$ cat src/rtl/rr_arbiter.sv
// Round-robin arbiter with lock-until-release ownership, one-hot + binary grant.
// Optional owner preemption after MAX_HOLD hold cycles is enabled by ARB_TIMEOUT_EN.
module rr_arbiter #(
  parameter int N_IN     = 3,
  parameter int OUT      = 2**N_IN,
  parameter int MAX_HOLD = 15
) (
  input  logic            clk,
  input  logic            rst,
  input  logic [OUT-1:0]  req,
  output logic [OUT-1:0]  grant,
  output logic [N_IN-1:0] grant_id,
  output logic            grant_valid,
  output logic            preempt
);

  typedef enum logic {IDLE, GRANT} state_t;

  // Elaboration-time guards on the configuration.
  if (OUT != 2**N_IN) begin : g_bad_out
    $error("rr_arbiter: OUT must equal 2**N_IN");
  end
  if (MAX_HOLD < 1 || MAX_HOLD > 255) begin : g_bad_hold
    $error("rr_arbiter: MAX_HOLD must be in 1..255");
  end

  state_t          state, state_n;
  logic [N_IN-1:0] ptr, ptr_n;
  logic [OUT-1:0]  grant_n;
  logic [N_IN-1:0] grant_id_n;
  logic            grant_valid_n;
  logic            preempt_n;
  logic [OUT-1:0]  cand;
  logic [N_IN-1:0] win;
  logic            any_cand;

`ifdef ARB_TIMEOUT_EN
  logic [7:0] hcnt, hcnt_n;
  logic       hold_expired;
`endif

  // First set bit of cand scanning upward from start, wrapping at OUT-1.
  function automatic logic [N_IN-1:0] find_winner(input logic [OUT-1:0]  c,
                                                  input logic [N_IN-1:0] start);
    logic [N_IN-1:0] idx;
    logic [N_IN-1:0] best;
    logic            found;
    best  = '0;
    found = 1'b0;
    for (int i = 0; i < OUT; i++) begin
      idx = start + N_IN'(i);
      if (!found && c[idx]) begin
        best  = idx;
        found = 1'b1;
      end
    end
    return best;
  endfunction

  // The current owner never competes against itself, so a release or a
  // preemption always hands the slot to someone else.
  always_comb begin
    cand = req;
    if (state == GRANT) cand[grant_id] = 1'b0;
  end

  assign any_cand = |cand;
  assign win      = find_winner(cand, ptr);

`ifdef ARB_TIMEOUT_EN
  assign hold_expired = (hcnt == 8'(MAX_HOLD));
`endif

  always_comb begin
    // NOTE: every signal driven here gets a default first, so no path leaves
    // one unassigned and no latch is inferred.
    state_n       = state;
    ptr_n         = ptr;
    grant_n       = grant;
    grant_id_n    = grant_id;
    grant_valid_n = grant_valid;
    preempt_n     = 1'b0;
`ifdef ARB_TIMEOUT_EN
    hcnt_n        = hcnt;
`endif

    unique case (state)
      IDLE: begin
        if (any_cand) begin
          state_n       = GRANT;
          grant_n       = OUT'(1) << win;
          grant_id_n    = win;
          grant_valid_n = 1'b1;
          ptr_n         = win + N_IN'(1);
`ifdef ARB_TIMEOUT_EN
          hcnt_n        = '0;
`endif
        end
      end

      GRANT: begin
        if (req[grant_id]) begin
`ifdef ARB_TIMEOUT_EN
          if (hold_expired && any_cand) begin
            grant_n    = OUT'(1) << win;
            grant_id_n = win;
            ptr_n      = win + N_IN'(1);
            hcnt_n     = '0;
            preempt_n  = 1'b1;
          end else if (!hold_expired) begin
            hcnt_n = hcnt + 8'd1;
          end
`endif
        end else if (any_cand) begin
          // Release with others waiting: hand over on this edge, no idle gap.
          grant_n    = OUT'(1) << win;
          grant_id_n = win;
          ptr_n      = win + N_IN'(1);
`ifdef ARB_TIMEOUT_EN
          hcnt_n     = '0;
`endif
        end else begin
          // grant_id and ptr deliberately keep their values across idle.
          state_n       = IDLE;
          grant_n       = '0;
          grant_valid_n = 1'b0;
        end
      end

      default: state_n = IDLE;
    endcase
  end

  always_ff @(posedge clk) begin
    // NOTE: state registers use non-blocking assignments so every flop
    // samples the pre-edge values regardless of statement order.
    if (rst) begin
      state       <= IDLE;
      ptr         <= '0;
      grant       <= '0;
      grant_id    <= '0;
      grant_valid <= 1'b0;
      preempt     <= 1'b0;
    end else begin
      state       <= state_n;
      ptr         <= ptr_n;
      grant       <= grant_n;
      grant_id    <= grant_id_n;
      grant_valid <= grant_valid_n;
      preempt     <= preempt_n;
    end
  end

`ifdef ARB_TIMEOUT_EN
  always_ff @(posedge clk) begin
    if (rst) hcnt <= '0;
    else     hcnt <= hcnt_n;
  end
`else
  // Without the timeout feature preempt_n is constant 0, so preempt stays 0.
`endif

endmodule
$ cat config.mk
export PLATFORM = sky130hd
export DESIGN_NAME = rr_arbiter
export DESIGN_NICKNAME = d
export VERILOG_FILES = /design/src/rtl/rr_arbiter.sv
export SDC_FILE = /design/constraint.sdc
export NUM_CORES = 1
export LEC_CHECK = 0
export CAP_MARGIN = 20
export CORE_MARGIN = 5
export CORE_UTILIZATION = 35
export CTS_CLUSTER_DIAMETER = 30
export DETAILED_ROUTE_END_ITERATION = 8
export SYNTH_ARGS = -nofsm -noshare
export SYNTH_HDL_FRONTEND = slang
export SYNTH_SLANG_ARGS = --single-unit
$ cat constraint.sdc
create_clock -name clk -period 4.25 [get_ports clk]
set_clock_uncertainty 0.15 [all_clocks]
set_input_delay 1.275 -clock clk [delete_from_list [all_inputs] [get_ports clk]]
set_output_delay 1.275 -clock clk [all_outputs]
set_load 0.005 [all_outputs]
==> results.toml <==
[layout]
area_growth_pct = 34.67
drive_above_1_share_pct = 29.90
fin_nets = 330
diodes = 0
n_fill_cell = 582
layout_common_cells = "buf_4 (52), nand2_1 (25), clkdlybuf4s50_1 (18), nor2_1 (16), dfxtp_1 (16)"
layout.cells.most_common = "buf_4"

[logic_synthesis]
synth.net_count = 269
yosys-top-cells-area = "dfxtp_1 (16%), mux4_1 (5.1%), nand2_1 (4.5%), ha_1 (4.2%), a21oi_1 (3.4%)"
ys.flop_type = "dfxtp_1"
synth_top_family_by_area = "simple AND/OR/NAND/NOR gates"
seq_area_frac_synth_pct = 15.52
postSynthCellCount = 252
ys_seq_elements = 16
synthMuxAreaShare_pct = 10.85
ys_types = 68
synthSimpleGateAreaFrac_pct = 31.27
synth_top_area_share_pct = 15.52
synth.avg_cell_area_um2 = 8.192
synthArstFlopShare_pct = 0
synth_warnings = 0
synthXorXnorAreaFrac_pct = 1.697
synth_adder_area_share_pct = 4.242
synth-compound-area-share_pct = 29.03
synth_edf_count = 0
yosysTopAreaCell = "dfxtp_1"
syn_area_um2 = 2064

[critical_path]
critPathCaptureType = "flop"
crit_required_ns = 4.22
startpoint_type = "input pin"
cpPeakStageDelay_ns = 0.54
crit_top_cell = "nor2_1"
cp.arrival_ns = 4.13
path_cells = "clkdlybuf4s50_1 > nor2b_2 > a32oi_2 > mux4_2 > a32oi_4 > and4b_1 > o32ai_2 > o2bb2ai_2 > o21ai_4 > ha_1 > nor2_1 > a21oi_1 > nor2_1"
timing.rr.start = "ptr[1]$_SDFFE_PP0P_"
path_class = "input pin to flop"
cp-startpoint = "req[1]"
critPathSlowestCell = "mux4_2"
path_max_fanout = 6

[detailed_routing]
detail_route.wl_per_cell_um = 16.38
drc = 0
num_vias = 2265
ant_nets = 0
drt-pass1-iter-count = 7
drtIter0Drc = 217
drt-total-wl_mm = 6.324
via_per_inst = 5.868

[power]
power.leakage_nw = 1.124
p_per_area_nw_per_um2 = 840.0
ir_worst_vdd_uv = 611.3

[grt]
grt_overflow = 0
antenna_found_initial = 0
grt_pass1_wl_mm = 10.36
grt_max_degree = 22
groute.usage.overall_pct = 17.06
grt_pass1_vias = 2089

[cts]
cts.sinks = 16
insertion_delay_ns = 0.25
numCtsBuffers = 3
clk_pin_slew_ns = 0.06
clockBufferDepth = 2
htreeDepth = 1
cts_hold_buffers = 0
cts_tree = "yes"
root_buffer = "clkbuf_8"

[sta]
clock.fmax_mhz = 240.7
worst_slew_pin_slew_ns = 0.5809
post-route-period-util_pct = 97.75
tns_ns = 0
fin_crit_ns = 4.155
max-slew-margin-rel_pct = 61.27
setup_viol = 0
whs_ns = 0.3069
finalHoldViolations = 0
maxSlewViolCount = 0

[min_path]
hp-class = "flop to flop"
hp-start = "grant[4]$_SDFFE_PP0P_"

[floorplan]
rows = 28
die_area_um2 = 7534
ios = 23
core-area_um2 = 5816
initial_utilization_pct = 35.50
die_w_um = 86.80
die_h_um = 86.80

[placement]
io_buffers = 21
hpwl_mm = 4.816
gp_congestion = 0.8719

[run_status]
status = "complete, no violations"

[job]
drv_cap = 0
## worst paths after layout
| check | end | slack, ns | depth (start not counted) |
|---|---|---|---|
| worst max register to register | ptr[2]$_SDFFE_PP0P_ | 0.49 | 13 |
| worst min-delay path | grant[4]$_SDFFE_PP0P_ | 0.31 | 2 |
| worst max-delay path | ptr[2]$_SDFFE_PP0P_ | 0.1 | 13 |
| worst min register to register | grant[4]$_SDFFE_PP0P_ | 0.31 | 2 |
## metal layers
metal	track usage (%)	vias to the layer above	wire length [µm]
met2	28.36	90	3077
met4	5.099	0	112
met5	0	-	0
met3	2.281	9	344
li1	-	1093	-
met1	22.86	1073	2789
## worst max-delay path, delay by kind of cell
kind	cells	cell delay, ns
mux	1	0.54
buf+inv	1	0.52
compound gates	6	0.99
simple gates	4	0.52
fa+ha+maj	1	0.29
## state kept, by name (all words and copies together) (netlist names)
signal,count
grant,8
grant_id,3
ptr,3
grant_valid,1
state,1
## layout make-up
type                       instances  area, µm²  area share [%]
tap                               75      93.84           3.375
multi-input combinational        208       1675           60.26
timing repair buffer              73      608.1           21.87
clock buffer                       3      41.29           1.485
inverter                          11      41.29           1.485
sequential                        16      320.3           11.52
## power breakdown
part           internal, mW  switching [mW]  total (mW)
registers             0.200          0.0595       0.260
clock network        0.0628          0.0482       0.111
logic                 0.971           0.993        1.96
## Yosys cell counts (all sizes together) (2+ instances only)
cell type / count
ha: 7
a32o: 6
nor2b: 11
o21a: 2
nand4: 6
mux4: 7
or3: 3
xnor2: 3
o32ai: 2
clkbuf: 5
nand4bb: 3
a211oi: 3
inv: 11
nand3: 10
a32oi: 6
o31ai: 2
nor3: 9
nor2: 18
nand2b: 6
mux2i: 4
dfxtp: 16
and2: 5
o2111ai: 4
o32a: 2
or2: 2
buf: 12
o22ai: 2
and4: 2
nand4b: 3
a2111oi: 3
nand2: 25
and4b: 2
a21oi: 14
o21ai: 15
nor4: 3
## what timing repair did
action | in CTS | in global routing
pin swaps | 0 | 6
endpoints found under the setup margin | 2 | 9
setup buffers | 0 | 2
gates resized for setup | 3 | 19
## through the flow
stage	std cells	util [%]	total power, mW	instance area (µm²)	worst slack [ns]
2_1_floorplan	252	-	1.407	2064	0.5101
3_3_place_gp	381	45.33	2.090	2636	-0.1686
3_5_place_dp	381	45.33	2.095	2636	-0.2899
4_1_cts	384	46.36	2.244	2696	0.001066
5_1_grt	386	47.81	2.543	2780	-0.02321
6_report	386	47.81	2.335	2780	0.09544
## cells by family after synthesis
group	Yosys count
AND/OR/NAND/NOR	111
AO/OA/AOI/OAI	73
buffers and inverters	28
flip-flops	16
multiplexers	12
adder cells (fa/ha/maj)	7
XOR/XNOR	4
other	1
No activity file was read; power rests on OpenSTA's default activity.
